### src/rtl/calc_ctrl_pkg.sv
// Shared definitions for the calculator entry controller.
//   - state encodings of the entry sequencer (S_A..S_SHOW, 3-bit)
//   - operator codes OP_ADD..OP_DIV
//   - default operand/operator widths
//   - key_t and decode_key(): collapses the keypad strobes of one cycle into
//     the single event that wins (eq > op > din); clr is handled separately
//     because it acts like a reset.
package calc_ctrl_pkg;

    localparam int DEF_DW  = 8;
    localparam int DEF_OPW = 2;

    typedef enum logic [2:0] {
        S_A    = 3'd0,
        S_B    = 3'd1,
        S_EXEC = 3'd2,
        S_SHOW = 3'd3
    } state_t;

    localparam logic [DEF_OPW-1:0] OP_ADD = 2'd0;
    localparam logic [DEF_OPW-1:0] OP_SUB = 2'd1;
    localparam logic [DEF_OPW-1:0] OP_MUL = 2'd2;
    localparam logic [DEF_OPW-1:0] OP_DIV = 2'd3;

    typedef enum logic [1:0] {
        KEY_NONE = 2'd0,
        KEY_DIN  = 2'd1,
        KEY_OP   = 2'd2,
        KEY_EQ   = 2'd3
    } key_t;

    function automatic key_t decode_key(input logic din_v, input logic op_v, input logic eq_v);
        if (eq_v)       return KEY_EQ;
        else if (op_v)  return KEY_OP;
        else if (din_v) return KEY_DIN;
        else            return KEY_NONE;
    endfunction

endpackage

### src/rtl/operand_entry_ctrl_if.sv
// Bus bundle of the operand entry controller.
//   keypad side : din, din_valid, op_in, op_valid, eq_valid, clr
//   ALU side    : alu_done, alu_result, alu_err (in); alu_start, operand_word, op_code (out)
//   display side: memo, result, result_valid, busy, error, state (out)
// slave  = the controller, master = whatever drives keypad/ALU (e.g. a bench).
interface operand_entry_ctrl_if #(
    parameter int DW  = 8,
    parameter int OPW = 2
);
    logic [DW-1:0]   din;
    logic            din_valid;
    logic [OPW-1:0]  op_in;
    logic            op_valid;
    logic            eq_valid;
    logic            clr;
    logic            alu_done;
    logic [2*DW-1:0] alu_result;
    logic            alu_err;

    logic            memo;
    logic [2*DW-1:0] operand_word;
    logic [OPW-1:0]  op_code;
    logic            alu_start;
    logic [2*DW-1:0] result;
    logic            result_valid;
    logic            busy;
    logic            error;
    logic [2:0]      state;

    modport slave (
        input  din, din_valid, op_in, op_valid, eq_valid, clr,
        input  alu_done, alu_result, alu_err,
        output memo, operand_word, op_code, alu_start,
        output result, result_valid, busy, error, state
    );

    modport master (
        output din, din_valid, op_in, op_valid, eq_valid, clr,
        output alu_done, alu_result, alu_err,
        input  memo, operand_word, op_code, alu_start,
        input  result, result_valid, busy, error, state
    );
endinterface

### src/rtl/operand_entry_ctrl_exec_timer.sv
// exec_timer: saturating cycle counter for the execute phase.
//   clk, rst : clock, synchronous active-high reset
//   clr      : synchronous clear (next count = 0), wins over en
//   en       : count one cycle
//   tc       : the increment on this cycle brings the count to TIMEOUT,
//              i.e. this is the TIMEOUT-th enabled cycle since the clear
module exec_timer #(
    parameter int TIMEOUT = 255
) (
    input  logic clk,
    input  logic rst,
    input  logic clr,
    input  logic en,
    output logic tc
);
    localparam int TW = $clog2(TIMEOUT + 1);

    logic [TW-1:0] count;

    always_ff @(posedge clk) begin
        if (rst || clr) begin
            count <= '0;
        end else if (en && (int'(count) < TIMEOUT)) begin
            count <= count + 1'b1;
        end
    end

    assign tc = en && (int'(count) == TIMEOUT - 1);

endmodule

### src/rtl/operand_entry_ctrl.sv
// operand_entry_ctrl: sequences keypad entry of A (high byte) and B (low
// byte), latches the operator, launches the ALU and holds its result.
//   clk, rst : clock, synchronous active-high reset
//   bus      : operand_entry_ctrl_if.slave (keypad, ALU and display signals)
// Every output is a register or a decode of the state register.
//
//   state  | meaning
//   -------+-----------------------------------------------------------
//   S_A    | entering operand A (high byte), memo=0
//   S_B    | operator latched, entering operand B (low byte), memo=1
//   S_EXEC | ALU launched, waiting for alu_done or timeout, busy=1
//   S_SHOW | result/error held for display
module operand_entry_ctrl
    import calc_ctrl_pkg::*;
#(
    parameter int DW      = calc_ctrl_pkg::DEF_DW,
    parameter int OPW     = calc_ctrl_pkg::DEF_OPW,
    parameter int TIMEOUT = 255
) (
    input logic clk,
    input logic rst,
    operand_entry_ctrl_if.slave bus
);
    state_t          state_q, state_d;
    logic [2*DW-1:0] word_q, word_d;
    logic [OPW-1:0]  opc_q, opc_d;
    logic            start_q, start_d;
    logic [2*DW-1:0] result_q, result_d;
    logic            rv_q, rv_d;
    logic            err_q, err_d;
    logic            timer_clr;
    logic            timer_tc;
    key_t            key;

    exec_timer #(.TIMEOUT(TIMEOUT)) u_exec_timer (
        .clk (clk),
        .rst (rst),
        .clr (bus.clr || timer_clr),
        .en  (state_q == S_EXEC),
        .tc  (timer_tc)
    );

    always_ff @(posedge clk) begin
        if (rst || bus.clr) begin
            state_q  <= S_A;
            word_q   <= '0;
            opc_q    <= '0;
            start_q  <= 1'b0;
            result_q <= '0;
            rv_q     <= 1'b0;
            err_q    <= 1'b0;
        end else begin
            state_q  <= state_d;
            word_q   <= word_d;
            opc_q    <= opc_d;
            start_q  <= start_d;
            result_q <= result_d;
            rv_q     <= rv_d;
            err_q    <= err_d;
        end
    end

    always_comb begin
        state_d   = state_q;
        word_d    = word_q;
        opc_d     = opc_q;
        start_d   = 1'b0;
        result_d  = result_q;
        rv_d      = rv_q;
        err_d     = err_q;
        timer_clr = 1'b0;
        key       = decode_key(bus.din_valid, bus.op_valid, bus.eq_valid);

        case (state_q)
            S_A: begin
                if (key == KEY_DIN) begin
                    word_d[2*DW-1:DW] = bus.din;
                end else if (key == KEY_OP) begin
                    opc_d   = bus.op_in;
                    state_d = S_B;
                end
            end
            S_B: begin
                if (key == KEY_DIN) begin
                    word_d[DW-1:0] = bus.din;
                end else if (key == KEY_OP) begin
                    opc_d = bus.op_in;
                end else if (key == KEY_EQ) begin
                    state_d   = S_EXEC;
                    start_d   = 1'b1;
                    timer_clr = 1'b1;
                end
            end
            S_EXEC: begin
                // alu_done has precedence over a timeout in the same cycle
                if (bus.alu_done) begin
                    result_d = bus.alu_result;
                    rv_d     = 1'b1;
                    err_d    = bus.alu_err;
                    state_d  = S_SHOW;
                end else if (timer_tc) begin
                    err_d   = 1'b1;
                    state_d = S_SHOW;
                end
            end
            S_SHOW: begin
                if (key == KEY_DIN) begin
                    word_d  = {bus.din, {DW{1'b0}}};
                    rv_d    = 1'b0;
                    err_d   = 1'b0;
                    state_d = S_A;
                end else if (key == KEY_OP) begin
                    // chaining: previous result's low byte becomes A
                    word_d  = {result_q[DW-1:0], {DW{1'b0}}};
                    opc_d   = bus.op_in;
                    rv_d    = 1'b0;
                    err_d   = 1'b0;
                    state_d = S_B;
                end else if (key == KEY_EQ) begin
                    rv_d      = 1'b0;
                    err_d     = 1'b0;
                    start_d   = 1'b1;
                    timer_clr = 1'b1;
                    state_d   = S_EXEC;
                end
            end
            default: begin
                state_d = S_A;
            end
        endcase
    end

    assign bus.memo         = (state_q == S_B);
    assign bus.busy         = (state_q == S_EXEC);
    assign bus.state        = state_q;
    assign bus.operand_word = word_q;
    assign bus.op_code      = opc_q;
    assign bus.alu_start    = start_q;
    assign bus.result       = result_q;
    assign bus.result_valid = rv_q;
    assign bus.error        = err_q;

endmodule

### src/flat_wrapper.sv
// flat-port wrapper written by rule: the top's interface ports become plain ports
module operand_entry_ctrl_flat import calc_ctrl_pkg::*;
#(
    parameter int DW      = calc_ctrl_pkg::DEF_DW,
    parameter int OPW     = calc_ctrl_pkg::DEF_OPW,
    parameter int TIMEOUT = 255
)
  (clk, rst, bus_din, bus_din_valid, bus_op_in, bus_op_valid, bus_eq_valid, bus_clr, bus_alu_done, bus_alu_result, bus_alu_err, bus_memo, bus_operand_word, bus_op_code, bus_alu_start, bus_result, bus_result_valid, bus_busy, bus_error, bus_state);
  operand_entry_ctrl_if #(.DW(DW), .OPW(OPW)) bus_i ();
  input logic clk;
  input logic rst;
  input wire logic [$bits(bus_i.din)-1:0] bus_din;
  input wire logic [$bits(bus_i.din_valid)-1:0] bus_din_valid;
  input wire logic [$bits(bus_i.op_in)-1:0] bus_op_in;
  input wire logic [$bits(bus_i.op_valid)-1:0] bus_op_valid;
  input wire logic [$bits(bus_i.eq_valid)-1:0] bus_eq_valid;
  input wire logic [$bits(bus_i.clr)-1:0] bus_clr;
  input wire logic [$bits(bus_i.alu_done)-1:0] bus_alu_done;
  input wire logic [$bits(bus_i.alu_result)-1:0] bus_alu_result;
  input wire logic [$bits(bus_i.alu_err)-1:0] bus_alu_err;
  output wire logic [$bits(bus_i.memo)-1:0] bus_memo;
  output wire logic [$bits(bus_i.operand_word)-1:0] bus_operand_word;
  output wire logic [$bits(bus_i.op_code)-1:0] bus_op_code;
  output wire logic [$bits(bus_i.alu_start)-1:0] bus_alu_start;
  output wire logic [$bits(bus_i.result)-1:0] bus_result;
  output wire logic [$bits(bus_i.result_valid)-1:0] bus_result_valid;
  output wire logic [$bits(bus_i.busy)-1:0] bus_busy;
  output wire logic [$bits(bus_i.error)-1:0] bus_error;
  output wire logic [$bits(bus_i.state)-1:0] bus_state;
  assign bus_i.din = bus_din;
  assign bus_i.din_valid = bus_din_valid;
  assign bus_i.op_in = bus_op_in;
  assign bus_i.op_valid = bus_op_valid;
  assign bus_i.eq_valid = bus_eq_valid;
  assign bus_i.clr = bus_clr;
  assign bus_i.alu_done = bus_alu_done;
  assign bus_i.alu_result = bus_alu_result;
  assign bus_i.alu_err = bus_alu_err;
  assign bus_memo = bus_i.memo;
  assign bus_operand_word = bus_i.operand_word;
  assign bus_op_code = bus_i.op_code;
  assign bus_alu_start = bus_i.alu_start;
  assign bus_result = bus_i.result;
  assign bus_result_valid = bus_i.result_valid;
  assign bus_busy = bus_i.busy;
  assign bus_error = bus_i.error;
  assign bus_state = bus_i.state;
  operand_entry_ctrl #(.DW(DW), .OPW(OPW), .TIMEOUT(TIMEOUT)) u_core (.clk(clk), .rst(rst), .bus(bus_i));
endmodule
### config.mk
export PLATFORM = sky130hd
export DESIGN_NAME = operand_entry_ctrl_flat
export DESIGN_NICKNAME = d
export VERILOG_FILES = /design/src/rtl/calc_ctrl_pkg.sv /design/src/rtl/operand_entry_ctrl_if.sv /design/src/rtl/operand_entry_ctrl_exec_timer.sv /design/src/rtl/operand_entry_ctrl.sv /design/src/flat_wrapper.sv
export SDC_FILE = /design/constraint.sdc
export NUM_CORES = 1
export LEC_CHECK = 0
export ABC_AREA = 1
export CORE_MARGIN = 8
export CORE_UTILIZATION = 40
export CTS_CLUSTER_DIAMETER = 40
export DETAILED_ROUTE_END_ITERATION = 16
export GPL_TIMING_DRIVEN = 0
export PLACE_DENSITY = 0.71
export SLEW_MARGIN = 20
export SYNTH_ARGS = -nofsm -noshare
export SYNTH_HDL_FRONTEND = slang
export SYNTH_SLANG_ARGS = --single-unit
### constraint.sdc
create_clock -name clk -period 2.1 [get_ports clk]
set_input_delay 0.525 -clock clk [delete_from_list [all_inputs] [get_ports clk]]
set_output_delay 0.525 -clock clk [all_outputs]
set_load 0.05 [all_outputs]
; ---- Word-level counts from Yosys, hierarchy flattened
; Cells that the tools add are included.
[op_classes]
multipliers = 0
n_reduce_logical = 18
magnitude_cmp = 1
eq_ne = 17
shift = 0
n_mux = 30
div_mod_pow = 0
n_bitwise = 1
addsub = 1
[op_table]
columns = operator, n
row1 = $mux W16, 2
row2 = $pmux W8 S2, 2
row3 = $mux W3, 9
row4 = $reduce_and A3 Y1, 5
row5 = $pmux W3 S4, 1
row6 = $mux W1, 11
row7 = $add A8 B1 Y8 const B, 1
row8 = $eq A8 B2 Y1 const B, 1
row9 = $lt A8 B8 Y1 const B, 1
row10 = $mux W8, 1
row11 = $ne A2 B2 Y1 const B, 4
row12 = $eq A3 B2 Y1 const B, 2
row13 = $ne A2 B1 Y1 const B, 3
row14 = $reduce_bool A2 Y1, 3
row15 = $reduce_and A5 Y1, 1
row16 = $eq A2 B2 Y1 const B, 2
row17 = $mux W2, 2
row18 = $ne A4 B1 Y1 const B, 1
row19 = $pmux W1 S2, 2
row20 = $eq A3 B1 Y1 const B, 1
row21 = $logic_not A3 Y1, 1
row22 = $logic_or A1 B1 Y1, 3
row23 = $ne A3 B1 Y1 const B, 1
row24 = $ne A3 B2 Y1 const B, 1
row25 = other kinds (6), 7
[totals]
rom_bits = 0
latch_bits = 0
register_bits = 48
output_inout_bits = 42
inputBits = 34
memories = 0
mem_bits_rw = 0
word_cells = 77

; ---- Longest topological paths before layout
; Gate-level depths: netlist of run 1.
[logic_depth]
depth_word = 10
mapped_depth = 11
depth_no_buf = 11

; ---- By module
; Synthesis of run 1 repeated with hierarchy kept, for this count alone.
[hier_totals]
hier_cells = 294
area_unflattened_um2 = 2217.1
[by_module_without_submodules]
columns = module, cells_each, seq_area_each_um2, n_inst, area_per_inst_um2
row1 = operand_entry_ctrl, 229, 800.8, 1, 1760.4
row2 = exec_timer, 65, 160.2, 1, 456.7

; ---- Worst setup path after synthesis of run 1
; No wires, ideal clock.
[synth_path]
kind = reg2out
startpoint = reg u_core.state_q[0] (netlist: u_core.bus.state[0])
endpoint = out bus_memo
required_ps = 1575
path_stages_with_launch = 3
slack_ps = 17
arrival_ps = 1558
path_buffers = 0
path_cell_list = dfxtp_1 nand2_1 nor2_1
[synth_via]
elab_chain_cells = 1
[synth_rtl]
columns = item, line
row1 = from (decl), operand_entry_ctrl.sv:24  ; state_t state_q, state_d;
row2 = from (signal assigned), operand_entry_ctrl.sv:53  ; state_q <= state_d;
row3 = $eq A3 B1 Y1, operand_entry_ctrl.sv:133  ; assign bus.memo = (state_q == S_B);
row4 = to (decl), flat_wrapper.sv:21  ; output wire logic [$bits(bus_i.memo)-1:0] bus_memo;
; Every way passes these cells.

; ---- Final worst setup path of run 1
[layout_path]
startpoint = in bus_op_valid
endpoint = reg u_core.word_q[2] (netlist: u_core.bus.operand_word[2])
[layout_via]
elab_chain_cells = 5
elab_cells_between_ends = 9
cone_classes = eq/ne: 4 / mux: 4 / reduce/logical: 1
[layout_rtl]
columns = item, line
row1 = from (decl), flat_wrapper.sv:15  ; input wire logic [$bits(bus_i.op_valid)-1:0] bus_op_valid;
row2 = $mux W2 *, calc_ctrl_pkg.sv:34  ; else if (op_v) return KEY_OP;
row3 = $mux W2 *, calc_ctrl_pkg.sv:33  ; if (eq_v) return KEY_EQ;
row4 = $eq A2 B2 Y1 / $eq A2 B1 Y1 (equally long branches), "operand_entry_ctrl.sv:112, operand_entry_ctrl.sv:84, operand_entry_ctrl.sv:107"
row5 = $ne A3 B1 Y1 (no line) (tied with other cells), n/a
row6 = $reduce_and A3 Y1 (no line) / $pmux W8 S2 (equally long branches), n/a
row7 = to (signal assigned), operand_entry_ctrl.sv:54  ; word_q <= word_d;
row8 = to (decl), operand_entry_ctrl.sv:25  ; logic [2*DW-1:0] word_q, word_d;
; Mark *: on every way between the ends. The rest lies on a longest branch, timed or not.
; A chain may end at the register's enable or synchronous reset.

==> qor.csv, run 1 <==
metric;value;unit
RR Endpoint;u_core.u_exec_timer.count[3];
vias in the first global route;2217;
Non-Filler Instances;496;
worst reg2reg setup slack;0.62;ns
initial drt markers;83;
Cell Pwr Density;519.0;nW/um^2
largest net degree at the start of global routing;14;
Rows;28;
Final ANT Viol Nets;0;
Async S/R FF share, synth;0;%
Syn Inst Count;336;
DIE WIDTH;92.99;um
H-tree depth;2;
DRC;0;
final core area utilization;57.51;%
worst hold path type;flip-flop to flip-flop;
CTS Buf Count;5;
FF-to-FF path depth;9;
Sink Count;48;
first-pass GRT wire length;10.13;mm
n_diodes;0;
Placer Congestion;0.8736;
Fmax achieved;492.6;MHz
Tcrit/Tclk final;96.66;%
hold path depth;2;
Worst EP required;2.32;ns
commonest non-fill, non-tap cell in the layout;nand2_1;
number of top-level pins;76;
Int Power;1.317;mW
Final Total Pwr;1.736;mW
most frequent cells in the layout;83 x nand2_1, 70 x clkdlybuf4s50_1, 48 x dfxtp_1;
Setup Skew;0.009663;ns
Seq/Total Area, Yosys;40.53;%
Worst Setup SP;bus_op_valid;
leak pwr;1.298;nW
startpoint types;input pin;
final-stage net count;462;
worst hold start;u_core.bus.result[8];
WS Path Type;input pin to flip-flop;
Final Cell Area;3344;um^2
Clk Latency, worst-skew pair;0.29;ns
worst vdd ir;0.0003869;V
Worst-Margin Slew;0.5400;ns
#FFs+latches synth;48;
Final min period;2.030;ns
CTS max path bufs;2;
fill count;559;
drt wl/cell;12.70;um
max capacitance violation total;0;
sw power;0.4187;mW
CP Max Fanout;8;
initial antenna violation count;0;
clock tree from TritonCTS;done;
CTS Hold Bufs;0;
Root Buffer;clkbuf_8;
Final Hold Viols;0;
EDFF count, synth;0;
Clock transition at path regs;0.09;ns
vias;2318;
Placed Instances;486;
drt total wl;6.301;mm
dominant synthesized flop cell;dfxtp_1;
Sw Share;24.12;%
crit end category;flip-flop;
Post-Syn Area;2371;um^2
Total Routing Usage GR;14.39;%
Buffers on Ports;75;
layout cell share with drive strength beyond 1;12.11;%
RSZ-0062 raised after global routing;true;
GRT overflow;0;
Die Y;92.99;um
post-synthesis cell type count;28;
Detailed Place HPWL;4.917;mm
worst hold endpoint;u_core.bus.result[8];
vias per cell;4.673;
core area;5816;um^2
combinational power share;13.2;%
final-report max-slew violation count;0;
Final setup viols;0;
Reg power frac;53.3;%
status;completed;
detailed-router iteration count before antenna repair;4;
syn_area_per_cell;7.057;um^2
Syn-to-layout area delta;41.06;%
post-place instance area;3216;um^2
Yosys warnings;0;
FF-to-FF Start;u_core.u_exec_timer.count[0];
Starting Density;40.77;%
slew margin rel.;63.89;%
Total Die Area;8647;um^2
syn_nets;377;
power share of the clock group;33.6;%
CP arrival;2.25;ns
logic make-up after synthesis:
family	Yosys count	share of synthesized area [%]
AND/OR/NAND/NOR	162	29.45
AO/OA/AOI/OAI	62	15.62
buffers and inverters	55	10.18
flip-flops	48	40.53
adder cells (fa/ha/maj)	7	3.694
XOR/XNOR	1	0.3695
other	1	0.1582
power by group through the flow:
| stage | combinational [mW] | clock, mW | sequential [mW] |
|---|---|---|---|
| finish | 0.229 | 0.583 | 0.924 |
| global route | 0.250 | 0.642 | 0.926 |
| CTS | 0.226 | 0.608 | 0.925 |
| detailed placement | 0.220 | 0 | 0.946 |
| global placement | 0.218 | 0 | 0.946 |
| floorplan | 0.0903 | 0 | 0.972 |
flip-flops by register name, indices dropped and copies added (netlist names):
register and flops:
u_core.bus.alu_start 1, u_core.bus.error 1, u_core.bus.op_code 2, u_core.bus.operand_word 16, u_core.bus.result 16, u_core.bus.result_valid 1
u_core.bus.state 3, u_core.u_exec_timer.count 8
worst max-delay path by stage:
stage	cells past startpoint	slack (ns)	endpoint
after floorplan	2	0.02	bus_memo
after global placement	12	-0.41	u_core.bus.operand_word[14]
after detailed placement	12	-0.47	u_core.bus.operand_word[13]
after CTS	10	0.01	u_core.bus.operand_word[2]
after global routing	12	-0.01	u_core.bus.operand_word[8]
final	10	0.07	u_core.bus.operand_word[2]
layout make-up:
cell class              instances  area, um^2  area share [%]
repair buffers                 78       768.2           22.97
inverters                      45       171.4           5.125
multi-input cells             233        1184           35.39
well taps                      75       93.84           2.806
flip-flops and latches         48       960.9           28.73
plain buffers                  10       70.07           2.095
clock buffers                   7       96.34           2.881
synth_stat cells (2+ instances only):
library cell	number	area [um^2]
nand2_1	83	311.6
dfxtp_1	48	960.9
nor2_1	43	161.4
inv_1	40	150.1
a21oi_1	35	175.2
nand3_1	23	115.1
o21ai_0	14	70.07
o21ai_2	8	70.07
ha_1	7	87.58
buf_6	4	45.04
clkbuf_1	4	15.01
inv_2	4	15.01
nand2_2	3	18.77
nor2_2	3	18.77
buf_2	2	10.01
nand2_4	2	22.52
o21ai_1	2	10.01
critical path, cell delays in order:
cell and delay (ns):
clkdlybuf4s50_1 0.50, inv_1 0.07, a21oi_2 0.17, inv_2 0.08
ha_2 0.24, nor2_2 0.13, inv_2 0.08, a21oi_4 0.23
nand2_1 0.09, a21oi_1 0.14
repair_timing:
item | in CTS | in global routing
cloned | 1 | 0
endpoints found under the setup margin | 21 | 20
buffers inserted | 2 | 0
pin swaps | 2 | 0
resized for setup | 14 | 9
layer usage:
layer  routed length, um  up-vias  part of all wire, %  GRT usage (%)
met5                   0        -                    0              0
met3                 476        4                  7.6          5.689
met2                3097       59                   49          25.09
met1                2670     1037                   42          15.93
met4                  56        0                 0.89          3.624
li1                    -     1218                    -              -
metrics by stage:
| stage | setup TNS [ns] | hold slack (ns) | setup slack [ns] |
|---|---|---|---|
| detailed placement | -8.161 | 0.4555 | -0.4675 |
| finish | 0 | 0.4658 | 0.07008 |
| floorplan | 0 | 0.4652 | 0.01700 |
| global placement | -7.011 | 0.4472 | -0.4114 |
| global route | -0.01228 | 0.4882 | -0.01228 |
| CTS | 0 | 0.4675 | 0.01158 |
Power figures use the tool's default switching activity.
==> run 2, diff against run 1 <==
--- a/config.mk
+++ b/config.mk
@@ -8,7 +8,7 @@
 export ABC_AREA = 1
 export CORE_MARGIN = 8
 export CORE_UTILIZATION = 40
-export CTS_CLUSTER_DIAMETER = 40
+export CTS_BUF_LIST = sky130_fd_sc_hd__clkbuf_8
 export DETAILED_ROUTE_END_ITERATION = 16
 export GPL_TIMING_DRIVEN = 0
 export PLACE_DENSITY = 0.71
@@ -16,3 +16,4 @@
 export SYNTH_ARGS = -nofsm -noshare
 export SYNTH_HDL_FRONTEND = slang
 export SYNTH_SLANG_ARGS = --single-unit
+export TNS_END_PERCENT = 1
==> run 2 against run 1 <==
Compared with the run above: clock-buffer cell count did not move; worst setup slack improved by 0.026 ns; critical path depth decreased by 9; sequential cell count is the same; maximum frequency rose by 1.3%; clock power barely moved; clock skew hardly changed; non-clock buffer count stayed put; critical endpoint is now bus_operand_word[14]; via count decreased by 0.39%; largest cell class unchanged; routed wire length grew 1.0%.
==> qor.csv, run 2 (synthesized netlist as in run 1, its figures left out) <==
metric;value;unit;change
status;completed;;unchanged
Critical Path Sink;bus_operand_word[14];;was u_core.bus.operand_word[2]
register area;960.9;um^2;unchanged
Final ANT Viol Nets;0;;unchanged
Tcrit/Tclk final;95.42;%;was 96.66%
drt total wl;6.364;mm;was 6.301 mm
initial drt markers;88;;was 83
vias;2309;;was 2318
worst reg2reg setup slack;0.61;ns;was 0.62 ns
Final Hold Viols;0;;unchanged
GRT overflow;0;;unchanged
core area;5816;um^2;unchanged
Placer Congestion;0.8736;;unchanged
Rows;28;;unchanged
slew margin rel.;63.90;%;was 63.89%
Clk Latency, worst-skew pair;0.29;ns;about the same
vias per cell;4.655;;was 4.673
Worst EP required;1.57;ns;was 2.32 ns
FF-to-FF Start;u_core.bus.state[0];;was u_core.u_exec_timer.count[0]
worst-path cell chain;clkdlybuf4s50_1;;was clkdlybuf4s50_1 > inv_1 > a21oi_2 > inv_2 > ha_2 > nor2_2 > inv_2 > a21oi_4 > nand2_1 > a21oi_1
drt wl/cell;12.83;um;was 12.70 um
number of top-level pins;76;;unchanged
vias in the first global route;2211;;was 2217
detailed-router iteration count before antenna repair;4;;unchanged
Cell Pwr Density;516.1;nW/um^2;was 519.0 nW/um^2
Starting Density;40.77;%;unchanged
Worst path depth;1;;was 10
CTS Buf Count;5;;unchanged
Multi-input gate area;1204;um^2;was 1184 um^2
Final setup viols;0;;unchanged
Fmax achieved;499.0;MHz;was 492.6 MHz
WHS;0.4659;ns;was 0.4658 ns
Root Buffer;clkbuf_8;;unchanged
final-report max-slew violation count;0;;unchanged
Setup Skew;0.009612;ns;was 0.009663 ns
worst vdd ir;0.0003873;V;was 0.0003869 V
first-pass GRT wire length;10.09;mm;was 10.13 mm
startpoint types;flip-flop;;was input pin
Total Die Area;8647;um^2;unchanged
worst hold path type;flip-flop to flip-flop;;unchanged
clock tree from TritonCTS;done;;unchanged
Sink Count;48;;unchanged
slowest CP cell;clkdlybuf4s50_1;;unchanged
crit end category;primary output;;was flip-flop
DRC;0;;unchanged
most frequent cells in the layout;83 x nand2_1, 68 x clkdlybuf4s50_1, 48 x dfxtp_1;;was 83 x nand2_1, 70 x clkdlybuf4s50_1, 48 x dfxtp_1
Buffers on Ports;75;;unchanged
CP Max Fanout;2;;was 8
Clock transition at path regs;0.09;ns;about the same
layout cell share with drive strength beyond 1;12.11;%;unchanged
n_diodes;0;;unchanged
RSZ-0062 raised after global routing;false;;was true
Die Y;92.99;um;unchanged
CTS Hold Bufs;0;;unchanged
Detailed Place HPWL;4.917;mm;unchanged
final-stage net count;462;;unchanged
largest net degree at the start of global routing;14;;unchanged
max capacitance violation total;0;;unchanged
WS Path Type;flip-flop to primary output;;was input pin to flip-flop
H-tree depth;2;;unchanged
DIE WIDTH;92.99;um;unchanged
family with the most delay on the worst path;buffers and inverters;;unchanged
final core area utilization;57.94;%;was 57.51%
initial antenna violation count;0;;unchanged
CTS max path bufs;2;;unchanged
WP buf/inv;1;;was 4
Worst-Margin Slew;0.5397;ns;was 0.5400 ns
Worst Setup SP;u_core.bus.operand_word[14];;was bus_op_valid
leak pwr;1.320;nW;was 1.298 nW
Total Routing Usage GR;14.31;%;was 14.39%
Final min period;2.004;ns;was 2.030 ns
Syn-to-layout area delta;42.11;%;was 41.06%
commonest non-fill, non-tap cell in the layout;nand2_1;;unchanged
CP arrival;1.48;ns;was 2.25 ns
FF-to-FF path depth;8;;was 9
worst stage delay on the critical path;0.82;ns;was 0.50 ns
fill count;556;;was 559
RR Endpoint;u_core.bus.operand_word[12];;was u_core.u_exec_timer.count[3]
-- run 2: changes by cell type in the layout (fill, tap and decap cells not counted), sizes merged --
cell           previous run  this run
dlymetal6s2s              0         2
clkdlybuf4s50            70        68
-- run 2: cell type report --
cell class | count | area share, %
multi-input combinational | 233 | 35.72
sequential | 48 | 28.52
timing repair buffer | 78 | 22.95
inverter | 45 | 5.087
clock buffer | 7 | 2.859
tap | 75 | 2.785
buffer | 10 | 2.079
-- run 2: what timing repair did --
action | in CTS | in global routing
pin swaps | 0 | 4
cloned | 0 | 1
setup buffers | 0 | 2
gates resized for setup | 15 | 13
setup endpoints to repair | 21 | 20
-- run 2: per-stage QoR --
stage	TNS (ns)	worst slack (ns)	instances	area (um^2)	power (mW)
after floorplan	0	0.01700	336	2371	1.062
after CTS	0	0.02705	493	3313	1.754
after detailed placement	-8.161	-0.4675	486	3216	1.166
final	0	0.09619	496	3369	1.739
after global routing	0	0.01642	496	3369	1.820
after global placement	-7.011	-0.4114	486	3216	1.164
-- run 2: worst reg2reg max path, stage by stage, from the launching register on --
cell,delay (ns)
dfxtp_1,0.49
inv_2,0.07
nor2_2,0.11
nand2_2,0.16
nand2_4,0.11
o211ai_4,0.13
buf_4,0.19
nor2_1,0.10
nor2_1,0.05
-- run 2: where the power goes --
| part | internal, mW | switching, mW | leakage [nW] | total (mW) |
|---|---|---|---|---|
| registers | 0.917 | 0.00731 | 0.387 | 0.924 |
| logic | 0.106 | 0.125 | 0.883 | 0.231 |
| clock network | 0.294 | 0.290 | 0.0503 | 0.584 |
-- run 2: worst min path at each step --
stage	end	slack, ns	depth (start not counted)	startpoint
global route	u_core.bus.result[14]	0.49	2	u_core.bus.result[14]
finish	u_core.bus.result[8]	0.47	2	u_core.bus.result[8]
floorplan	u_core.u_exec_timer.count[6]	0.47	2	u_core.u_exec_timer.count[6]
global placement	u_core.bus.result[13]	0.45	2	u_core.bus.result[13]
detailed placement	u_core.bus.result[12]	0.46	2	u_core.bus.result[12]
CTS	u_core.bus.result[9]	0.47	2	u_core.bus.result[9]
-- run 2: layer usage --
| layer | GRT usage (%) | wire length (um) | share of wire (%) |
|---|---|---|---|
| met5 | 0 | 0 | 0 |
| met1 | 15.89 | 2707 | 43 |
| met2 | 24.85 | 3124 | 49 |
| met4 | 3.624 | 53 | 0.83 |
| met3 | 5.689 | 478 | 7.5 |
==> run 3, diff against run 2 <==
--- a/config.mk
+++ b/config.mk
@@ -12,6 +12,7 @@
 export DETAILED_ROUTE_END_ITERATION = 16
 export GPL_TIMING_DRIVEN = 0
 export PLACE_DENSITY = 0.71
+export SKIP_CTS_REPAIR_TIMING = 1
 export SLEW_MARGIN = 20
 export SYNTH_ARGS = -nofsm -noshare
 export SYNTH_HDL_FRONTEND = slang
==> run 3 against run 2 <==
Compared with the run above: hold slack hardly changed; routed wire length is 1.6% lower; first-iteration DRC count is 3.4% higher; highest routed layer unchanged; largest power group unchanged.
==> qor.csv, run 3 (synthesized netlist as in run 1, its figures left out) <==
metric;value;unit;change
combinational power share;12.9;%;was 13.3%
Final min period;2.034;ns;was 2.004 ns
met1 GRT Util;15.89;%;unchanged
CTS Buf Count;5;;unchanged
DIE WIDTH;92.99;um;unchanged
power share of the clock group;33.7;%;was 33.6%
H-tree depth;2;;unchanged
met3 Use GR;5.689;%;unchanged
drt total wl;6.260;mm;was 6.364 mm
crit end category;flip-flop;;was primary output
RSZ-0062 raised after global routing;true;;was false
CTS max path bufs;2;;unchanged
slew margin rel.;64.01;%;was 63.90%
CP arrival;2.23;ns;was 1.48 ns
leak pwr;1.321;nW;was 1.320 nW
worst hold start;u_core.bus.result[8];;unchanged
Fmax achieved;491.5;MHz;was 499.0 MHz
Reg power frac;53.4;%;was 53.2%
Final Hold Viols;0;;unchanged
Clock transition at path regs;0.09;ns;about the same
initial antenna violation count;0;;unchanged
vias per cell;4.682;;was 4.655
Worst Setup SP;bus_op_valid;;was u_core.bus.operand_word[14]
final core area utilization;57.21;%;was 57.94%
Placer Congestion;0.8736;;unchanged
worst reg2reg setup slack;0.62;ns;was 0.61 ns
family with the most delay on the worst path;buffers and inverters;;unchanged
Buffers on Ports;75;;unchanged
commonest non-fill, non-tap cell in the layout;nand2_1;;unchanged
WHS;0.4657;ns;was 0.4659 ns
global route hottest layer;met2;;unchanged
clock tree from TritonCTS;done;;unchanged
Final ANT Viol Nets;0;;unchanged
n_diodes;0;;unchanged
first-pass GRT wire length;10.08;mm;was 10.09 mm
Total Routing Usage GR;14.31;%;unchanged
Worst path depth;12;;was 1
Die Y;92.99;um;unchanged
vias in the first global route;2211;;unchanged
detailed-router iteration count before antenna repair;4;;unchanged
WS Path Type;input pin to flip-flop;;was flip-flop to primary output
Sw Share;24.09;%;was 24.30%
GRT overflow;0;;unchanged
Detailed Place HPWL;4.917;mm;unchanged
worst vdd ir;0.0003871;V;was 0.0003873 V
worst-path cell chain;clkdlybuf4s50_1 > inv_1 > a21oi_2 > inv_2 > ha_2 > nor2_2 > inv_2 > o211ai_4 > buf_6 > nand2_1 > nand2_1 > nor2_1;;was clkdlybuf4s50_1
worst stage delay on the critical path;0.49;ns;was 0.82 ns
Clk Latency, worst-skew pair;0.29;ns;about the same
FF-to-FF path depth;9;;was 8
Worst-Margin Slew;0.5382;ns;was 0.5397 ns
CP Max Fanout;10;;was 2
status;completed;;unchanged
WP buf/inv;5;;was 1
Int Power;1.314;mW;was 1.316 mW
number of top-level pins;76;;unchanged
drt wl/cell;12.70;um;was 12.83 um
FF-to-FF Start;u_core.u_exec_timer.count[0];;was u_core.bus.state[0]
grt met2 use;24.85;%;unchanged
core area;5816;um^2;unchanged
Worst EP required;2.30;ns;was 1.57 ns
largest net degree at the start of global routing;14;;unchanged
sw power;0.4171;mW;was 0.4225 mW
Total Die Area;8647;um^2;unchanged
final-report max-slew violation count;0;;unchanged
Multi-input gate area;1184;um^2;was 1204 um^2
initial drt markers;91;;was 88
Sink Count;48;;unchanged
Tcrit/Tclk final;96.88;%;was 95.42%
Syn-to-layout area delta;40.32;%;was 42.11%
RR Endpoint;u_core.u_exec_timer.count[3];;was u_core.bus.operand_word[12]
hold path depth;2;;unchanged
max capacitance violation total;0;;unchanged
Setup Skew;0.01028;ns;was 0.009612 ns
register area;960.9;um^2;unchanged
Critical Path Sink;u_core.bus.operand_word[14];;was bus_operand_word[14]
final-stage net count;459;;was 462
Rows;28;;unchanged
Starting Density;40.77;%;unchanged
most frequent cells in the layout;83 x nand2_1, 70 x clkdlybuf4s50_1, 48 x dfxtp_1;;was 83 x nand2_1, 68 x clkdlybuf4s50_1, 48 x dfxtp_1
layout cell share with drive strength beyond 1;11.24;%;was 12.11%
vias;2308;;was 2309
Root Buffer;clkbuf_8;;unchanged
fill count;562;;was 556
Cell Pwr Density;520.3;nW/um^2;was 516.1 nW/um^2
DRC;0;;unchanged
Final setup viols;0;;unchanged
slowest CP cell;clkdlybuf4s50_1;;unchanged
worst hold path type;flip-flop to flip-flop;;unchanged
startpoint types;input pin;;was flip-flop
[run 3: cell count changes in the layout (fill, tap and decap cells not counted), sizes merged]
cell / delta
dlygate4sd2: -3
dlymetal6s2s: +1
clkdlybuf4s15: -1
buf: -3
clkdlybuf4s50: +2
clkbuf: +1
[run 3: final cells by class]
| type | instances | share of cell area [%] |
|---|---|---|
| Inverter | 45 | 5.152 |
| Clock buffer | 7 | 2.896 |
| Sequential cell | 48 | 28.88 |
| Multi-Input combinational cell | 233 | 35.58 |
| Buffer | 10 | 2.106 |
| Tap cell | 75 | 2.821 |
| Timing Repair Buffer | 75 | 22.56 |
[run 3: worst min-delay path by stage]
stage,to
CTS,u_core.bus.result[9]
detailed placement,u_core.bus.result[12]
global route,u_core.bus.result[14]
floorplan,u_core.u_exec_timer.count[6]
global placement,u_core.bus.result[13]
finish,u_core.bus.result[8]
[run 3: through the flow]
stage	worst slack (ns)	TNS [ns]	area (um^2)	std cells	power, mW
final	0.06561	0	3327	493	1.731
after floorplan	0.01700	0	2371	336	1.062
after detailed placement	-0.4675	-8.161	3216	486	1.166
after global placement	-0.4114	-7.011	3216	486	1.164
after CTS	-0.5225	-2.864	3312	493	1.753
after global routing	-0.03930	-0.07707	3327	493	1.814
[run 3: power by group through the flow]
stage                     sequential [mW]  clock (mW)  combinational (mW)
final                               0.924       0.583               0.224
after global routing                0.926       0.642               0.245
after CTS                           0.925       0.608               0.221
after detailed placement            0.946           0               0.220
after global placement              0.946           0               0.218
after floorplan                     0.972           0              0.0903
[run 3: worst register-to-register path: cells and delay by family, from the launching register on]
kind / cells / cell delay [ns]
and+or+nand+nor: 5 / 0.55
DFF: 1 / 0.39
adders and majority gates: 1 / 0.21
AOI/OAI and AO/OA: 1 / 0.12
buffers and inverters: 2 / 0.14
[run 3: per-layer routing]
| metal | wire length, um | vias up |
|---|---|---|
| li1 | - | 1211 |
| met1 | 2633 | 1035 |
| met2 | 3085 | 58 |
| met3 | 484 | 4 |
| met4 | 56 | 0 |
| met5 | 0 | - |
